<file path="src/rtl/spi_register_controller_if.sv">
// Byte-level bus between the SPI slave receiver and the register command controller.
// The controller uses the slave modport; the receiver/consumer side uses the master modport.
interface spi_register_controller_if #(
  parameter int unsigned REG_COUNT = 8
);
  logic                   CS_i;
  logic [7:0]             RxData_i;
  logic                   RxDone_i;
  logic [7:0]             TxData_o;
  logic [8*REG_COUNT-1:0] Regs_o;
  logic                   WriteStrobe_o;
  logic [2:0]             WriteAddr_o;
  logic                   Busy_o;
  logic                   FrameError_o;
  logic [7:0]             FrameCount_o;

  modport slave (
    input  CS_i, RxData_i, RxDone_i,
    output TxData_o, Regs_o, WriteStrobe_o, WriteAddr_o, Busy_o, FrameError_o, FrameCount_o
  );

  modport master (
    output CS_i, RxData_i, RxDone_i,
    input  TxData_o, Regs_o, WriteStrobe_o, WriteAddr_o, Busy_o, FrameError_o, FrameCount_o
  );
endinterface

</file>
<file path="src/rtl/spi_register_controller.sv">
// Decodes CS-framed SPI byte streams into register-bank reads and writes with an
// auto-incrementing, wrapping address; counts frames and flags invalid commands.
module spi_register_controller #(
  parameter int unsigned REG_COUNT = 8,
  parameter logic [7:0]  TX_IDLE   = 8'hA5
) (
  input  logic                    Clock,
  input  logic                    Reset,
  spi_register_controller_if.slave bus
);

  typedef logic [REG_COUNT-1:0][7:0] regs_t;

  typedef enum logic [2:0] {
    StIdle,
    StCmd,
    StWrite,
    StRead,
    StIgnore
  } state_e;

  state_e     state_q, state_d;
  logic       cs_q;
  logic [2:0] addr_q, addr_d;
  regs_t      regs_q, regs_d;
  logic [7:0] tx_q, tx_d;
  logic       wstrobe_q, wstrobe_d;
  logic [2:0] waddr_q, waddr_d;
  logic       ferr_q, ferr_d;
  logic [7:0] fcnt_q, fcnt_d;
  logic       cmd_valid;
  logic [2:0] addr_next;

  function automatic logic [2:0] addr_inc(input logic [2:0] a);
    return (a == 3'(REG_COUNT - 1)) ? 3'd0 : a + 3'd1;
  endfunction

  // Addresses are 3 bits but the bank may be smaller, so select by compare.
  function automatic logic [7:0] reg_rd(input regs_t r, input logic [2:0] a);
    logic [7:0] v;
    v = '0;
    for (int unsigned k = 0; k < REG_COUNT; k++) begin
      if (a == 3'(k)) v = r[k];
    end
    return v;
  endfunction

  assign cmd_valid = (bus.RxData_i[6:3] == 4'b0000) &&
                     ({1'b0, bus.RxData_i[2:0]} < 4'(REG_COUNT));
  assign addr_next = addr_inc(addr_q);

  always_comb begin
    state_d   = state_q;
    addr_d    = addr_q;
    regs_d    = regs_q;
    tx_d      = tx_q;
    wstrobe_d = 1'b0;
    waddr_d   = waddr_q;
    ferr_d    = ferr_q;
    fcnt_d    = fcnt_q;

    unique case (state_q)
      StIdle: begin
        if (cs_q && !bus.CS_i) state_d = StCmd;
      end
      StCmd: begin
        if (bus.RxDone_i) begin
          if (!cmd_valid) begin
            state_d = StIgnore;
            ferr_d  = 1'b1;
          end else if (bus.RxData_i[7]) begin
            state_d = StWrite;
            addr_d  = bus.RxData_i[2:0];
          end else begin
            state_d = StRead;
            addr_d  = bus.RxData_i[2:0];
            tx_d    = reg_rd(regs_q, bus.RxData_i[2:0]);
          end
        end
      end
      StWrite: begin
        if (bus.RxDone_i) begin
          for (int unsigned k = 0; k < REG_COUNT; k++) begin
            if (addr_q == 3'(k)) regs_d[k] = bus.RxData_i;
          end
          wstrobe_d = 1'b1;
          waddr_d   = addr_q;
          addr_d    = addr_next;
        end
      end
      StRead: begin
        if (bus.RxDone_i) begin
          addr_d = addr_next;
          tx_d   = reg_rd(regs_q, addr_next);
        end
      end
      StIgnore: ;
      default: state_d = StIdle;
    endcase

    // Frame end overrides the state but keeps any byte processed in the same cycle.
    if (state_q != StIdle && bus.CS_i) begin
      state_d = StIdle;
      tx_d    = TX_IDLE;
      fcnt_d  = fcnt_q + 8'd1;
    end
  end

  always_ff @(posedge Clock) begin
    if (Reset) begin
      state_q   <= StIdle;
      cs_q      <= 1'b0;
      addr_q    <= '0;
      regs_q    <= '0;
      tx_q      <= TX_IDLE;
      wstrobe_q <= 1'b0;
      waddr_q   <= '0;
      ferr_q    <= 1'b0;
      fcnt_q    <= '0;
    end else begin
      state_q   <= state_d;
      cs_q      <= bus.CS_i;
      addr_q    <= addr_d;
      regs_q    <= regs_d;
      tx_q      <= tx_d;
      wstrobe_q <= wstrobe_d;
      waddr_q   <= waddr_d;
      ferr_q    <= ferr_d;
      fcnt_q    <= fcnt_d;
    end
  end

  assign bus.TxData_o      = tx_q;
  assign bus.Regs_o        = regs_q;
  assign bus.WriteStrobe_o = wstrobe_q;
  assign bus.WriteAddr_o   = waddr_q;
  assign bus.Busy_o        = (state_q != StIdle);
  assign bus.FrameError_o  = ferr_q;
  assign bus.FrameCount_o  = fcnt_q;

endmodule
</file>
<file path="src/flat_wrapper.sv">
// flat-port wrapper written by rule: the top's interface ports become plain ports
module spi_register_controller_flat 
#(
  parameter int unsigned REG_COUNT = 8,
  parameter logic [7:0]  TX_IDLE   = 8'hA5
)
  (Clock, Reset, bus_CS_i, bus_RxData_i, bus_RxDone_i, bus_TxData_o, bus_Regs_o, bus_WriteStrobe_o, bus_WriteAddr_o, bus_Busy_o, bus_FrameError_o, bus_FrameCount_o);
  spi_register_controller_if #(.REG_COUNT(REG_COUNT)) bus_i ();
  input  logic Clock;
  input  logic Reset;
  input wire logic [$bits(bus_i.CS_i)-1:0] bus_CS_i;
  input wire logic [$bits(bus_i.RxData_i)-1:0] bus_RxData_i;
  input wire logic [$bits(bus_i.RxDone_i)-1:0] bus_RxDone_i;
  output wire logic [$bits(bus_i.TxData_o)-1:0] bus_TxData_o;
  output wire logic [$bits(bus_i.Regs_o)-1:0] bus_Regs_o;
  output wire logic [$bits(bus_i.WriteStrobe_o)-1:0] bus_WriteStrobe_o;
  output wire logic [$bits(bus_i.WriteAddr_o)-1:0] bus_WriteAddr_o;
  output wire logic [$bits(bus_i.Busy_o)-1:0] bus_Busy_o;
  output wire logic [$bits(bus_i.FrameError_o)-1:0] bus_FrameError_o;
  output wire logic [$bits(bus_i.FrameCount_o)-1:0] bus_FrameCount_o;
  assign bus_i.CS_i = bus_CS_i;
  assign bus_i.RxData_i = bus_RxData_i;
  assign bus_i.RxDone_i = bus_RxDone_i;
  assign bus_TxData_o = bus_i.TxData_o;
  assign bus_Regs_o = bus_i.Regs_o;
  assign bus_WriteStrobe_o = bus_i.WriteStrobe_o;
  assign bus_WriteAddr_o = bus_i.WriteAddr_o;
  assign bus_Busy_o = bus_i.Busy_o;
  assign bus_FrameError_o = bus_i.FrameError_o;
  assign bus_FrameCount_o = bus_i.FrameCount_o;
  spi_register_controller #(.REG_COUNT(REG_COUNT), .TX_IDLE(TX_IDLE)) u_core (.Clock(Clock), .Reset(Reset), .bus(bus_i));
endmodule
</file>
<file path="config.mk">
export PLATFORM = sky130hd
export DESIGN_NAME = spi_register_controller_flat
export DESIGN_NICKNAME = d
export VERILOG_FILES = /design/src/rtl/spi_register_controller_if.sv /design/src/rtl/spi_register_controller.sv /design/src/flat_wrapper.sv
export SDC_FILE = /design/constraint.sdc
export NUM_CORES = 1
export LEC_CHECK = 0
export BUFFER_PORTS_ARGS = -buffer_cell sky130_fd_sc_hd__buf_2
export CAP_MARGIN = 20
export CORE_ASPECT_RATIO = 1.25
export CORE_MARGIN = 4
export CORE_UTILIZATION = 45
export CTS_BUF_LIST = sky130_fd_sc_hd__clkbuf_16
export CTS_CLUSTER_SIZE = 20
export DETAILED_ROUTE_END_ITERATION = 7
export GPL_TIMING_DRIVEN = 0
export PLACE_DENSITY = 0.7
export SLEW_MARGIN = 20
export SYNTH_ARGS = -nofsm -noshare
export SYNTH_HDL_FRONTEND = slang
export SYNTH_SLANG_ARGS = --single-unit
</file>
<file path="constraint.sdc">
create_clock -name Clock -period 2.5 [get_ports Clock]
set_input_delay 0.5 -clock Clock [delete_from_list [all_inputs] [get_ports Clock]]
set_output_delay 0.5 -clock Clock [all_outputs]
set_load 0.05 [all_outputs]
</file>
==> results.md <==
- Status: finished, final reports clean
- Root buf cell: clkbuf_16
- Die Area: 0.0126 sq mm
- Place WS: -0.598 ns
- Vias in the first global route: 5129
- Pin count of the biggest net entering global routing: 15
- Setup Skew: 0.00752 ns
- Static Leak: 0.00222 uW
- First-pass GRT wire length: 29700 um
- Final Hold Viols: 0
- Synth Flop Type: dfxtp_1
- Routed wire length: 19400 um
- Synth Area per Inst: 7.65 sq um
- Max cap viols: 0
- Minimum clock period: 2.43 ns
- Initial Util: 0.461
- Top Family by Delay on Critical Path: buffers and inverters
- CTS max path bufs: 2
- # nets final: 760
- Overall Power: 3120 uW
- CP max stage cell: a222oi_1
- Synthesized area: 0.00489 sq mm
- # setup viols final: 0
- Worst hold path endpoint: u_core.cs_q
- Largest cells by area after synthesis: dfxtp_1 (38%), a21oi_1 (8.5%), nand2_1 (7.4%), nand3_1 (7.1%), mux2i_1 (3.3%)
- Final worst slack: 0.0662 ns
- Mapped Nets: 659
- Reg-to-Reg Start: u_core.addr_q[0]
- Core region area: 0.0106 sq mm
- Synth Area in Adders: 0.0179
- Clock Pin Slew Worst Setup and Hold Paths: 0.07 ns
- Hold Slack: 0.417 ns
- Largest family of logic cells by synthesized area: simple AND/OR/NAND/NOR gates
- Reg area: 0.00185 sq mm
- Crit path arrival time: 2.65 ns
- Sequential area share after synthesis: 0.376
- Top post-synthesis cells by count: nand2_1 (97), dfxtp_1 (92), a21oi_1 (83)
- Crit path buf inv count: 5
- Yosys cell types: 70
- Mux contribution to synthesized area: 0.0511
- RSZ-0062 raised after global routing: false
- Multi-input logic area: 0.00277 sq mm
- Cts hold-fix bufs: 0
- H-tree levels: 3
- Slew @ Worst Pin: 0.731 ns
- # diodes: 0
- Gr usage total: 0.307
- WS Path Type: flip-flop to flip-flop
- Reg-to-reg endpoint: u_core.bus.TxData_o[7]
- Share of layout cells above drive strength 1: 0.192
- Hpwl dp: 14700 um
- Die Span Y: 125 um
- Initial antenna violation count: 0
- Slowest stage delay, CP: 0.42 ns
- Area leader, netlist: dfxtp_1
- CTS Buf Count: 9
- Setup TNS: 0 ns
- Max_slew headroom: 0.513
- Fillcell total: 1078
- IO Port Bufs: 89
- Grt ovf: 0
- Vias/cell: 6.31
- Hold Crit Depth: 2
- Boundary Pins: 98
- Maximum VDD drop: 0.444 mV
- Worst skew pair latency: 0.35 ns
- Synth async-reset ratio: 0
- Most frequent cell after synthesis: nand2_1
- DRT Pass-1 Iters: 5
- Pwr dens: 531 mW/mm^2
- Drt drc: 0
- Core Rows: 42
- YS warnings: 0
- CP Cell Sequence: buf_8 -> clkbuf_8 -> inv_1 -> ha_4 -> buf_4 -> buf_4 -> nand2_1 -> a21oi_1 -> a21o_1 -> a222oi_1 -> o211ai_1
- Post-synthesis compound-gate area fraction: 0.232
- Clk sink count: 92
- Worst R2R Path Depth: 11
- Simple-Gate Fraction of Synth Area: 0.247
- Count of final max-slew check failures: 0
- WL/cell: 22.1 um
- Worst hold path type: input port to flip-flop
- Placer Congestion: 1.02
- Worst Path Required: 2.72 ns
- Most used cell, CP: buf_4
- Critical Path Source Type: flip-flop
- Worst setup EP type: flip-flop
- Synth top area share: 0.376
- Total vias in the final route: 5531
- XOR/XNOR share of the synthesized area: 0.0125
- #FFs+latches synth: 92
- F_max: 411 MHz
- Area grow syn2layout: 20.2%
- Final period utilization: 0.974
- Synth Instances: 640
- Util after Layout: 0.554
- Worst-path fanout max: 10
- CTS tree: built
- EDFF count, synth: 0
- 1st-iter DRT viols: 488
- Worst Hold Launch: bus_CS_i
- FF-to-FF setup slack: 0.07 ns
- DIE WIDTH: 101 um
- Post-DRT Antenna Nets: 0
==> state kept, by name, summed over array words and instances (netlist names) <==
| name | cells |
|---|---|
| u_core.bus.FrameCount_o | 8 |
| u_core.state_q | 3 |
| u_core.addr_q | 3 |
| u_core.bus.TxData_o | 8 |
| u_core.bus.WriteAddr_o | 3 |
| u_core.bus.FrameError_o | 1 |
| u_core.bus.Regs_o | 64 |
| u_core.cs_q | 1 |
| u_core.bus.WriteStrobe_o | 1 |
==> worst max-delay path by stage <==
stage	slack [ns]	to	cells past startpoint	start
floorplan	0.01	u_core.bus.TxData_o[2]	10	u_core.addr_q[0]
global placement	-0.57	u_core.bus.TxData_o[0]	10	u_core.addr_q[0]
detailed placement	-0.60	u_core.bus.TxData_o[0]	10	u_core.addr_q[0]
CTS	0.02	u_core.bus.TxData_o[0]	10	u_core.addr_q[0]
global route	0.001	u_core.bus.TxData_o[0]	7	u_core.addr_q[0]
finish	0.07	u_core.bus.TxData_o[7]	11	u_core.addr_q[0]
==> cell type report <==
class | instances | area share
Buffer | 55 | 0.0445
Clock buffer | 9 | 0.0383
Clock inverter | 6 | 0.0136
Inverter | 21 | 0.0134
Multi-Input combinational cell | 472 | 0.471
Sequential cell | 92 | 0.314
Tap cell | 132 | 0.0281
Timing Repair Buffer | 90 | 0.0770
==> layout by cell type (no fill, tap or decap), types with 3 or more instances in the layout <==
cell / Yosys / layout
a21oi_1: 83 / 83
xor2_1: 5 / 5
or3_1: 5 / 5
dfxtp_1: 92 / 91
ha_1: 7 / 6
a211oi_1: 4 / 4
buf_2: 12 / 101
clkbuf_16: 0 / 9
nand2b_1: 5 / 5
nor2_1: 39 / 39
mux4_2: 3 / 3
and3_1: 4 / 4
a32oi_1: 6 / 6
nor2b_1: 7 / 6
mux2i_1: 16 / 16
nand3b_1: 3 / 3
nand2_1: 97 / 97
o22ai_1: 10 / 10
o21ai_0: 26 / 23
nand4_1: 4 / 4
buf_4: 0 / 3
clkbuf_1: 39 / 35
o211ai_1: 6 / 6
inv_1: 21 / 21
a31oi_1: 7 / 7
o21ai_1: 0 / 3
clkbuf_2: 0 / 3
a21o_1: 5 / 5
o2111ai_1: 6 / 6
nand3_1: 69 / 69
nor3_1: 5 / 5
==> timing repair <==
item	in CTS	in global routing
resized for setup	11	15
pin swaps	0	1
setup buffers	1	0
cloned	0	0
setup endpoints to repair	8	15
==> power by group <==
group / internal (uW) / leakage [uW] / switching [uW]
clock network: 862 / 0.000146 / 583
logic: 54.1 / 0.00133 / 148
registers: 1470 / 0.000742 / 4.28
==> metal layers <==
layer	vias to the layer above	share of wire	global-route usage
met5	-	0	0
met4	0	0.046	0.133
met3	62	0.081	0.0504
met2	324	0.49	0.509
met1	2643	0.38	0.385
li1	2502	-	-
==> through the flow <==
step                      cell area (sq um)  std cells
final                                  5880        877
after global routing                   5880        877
after CTS                              5860        877
after detailed placement               5510        861
after global placement                 5510        861
after floorplan                        4900        640
==> kinds of logic (layout without fill, tap and decap cells) <==
kind of cell	Yosys count	count (layout)
multiplexers	21	21
AND/OR/NAND/NOR	254	254
buffers and inverters	76	181
AO/OA/AOI/OAI	183	183
XOR/XNOR	7	7
flip-flops	92	92
adder cells (fa/ha/maj)	7	7
Note: power is estimated with default switching activity, not from simulation.
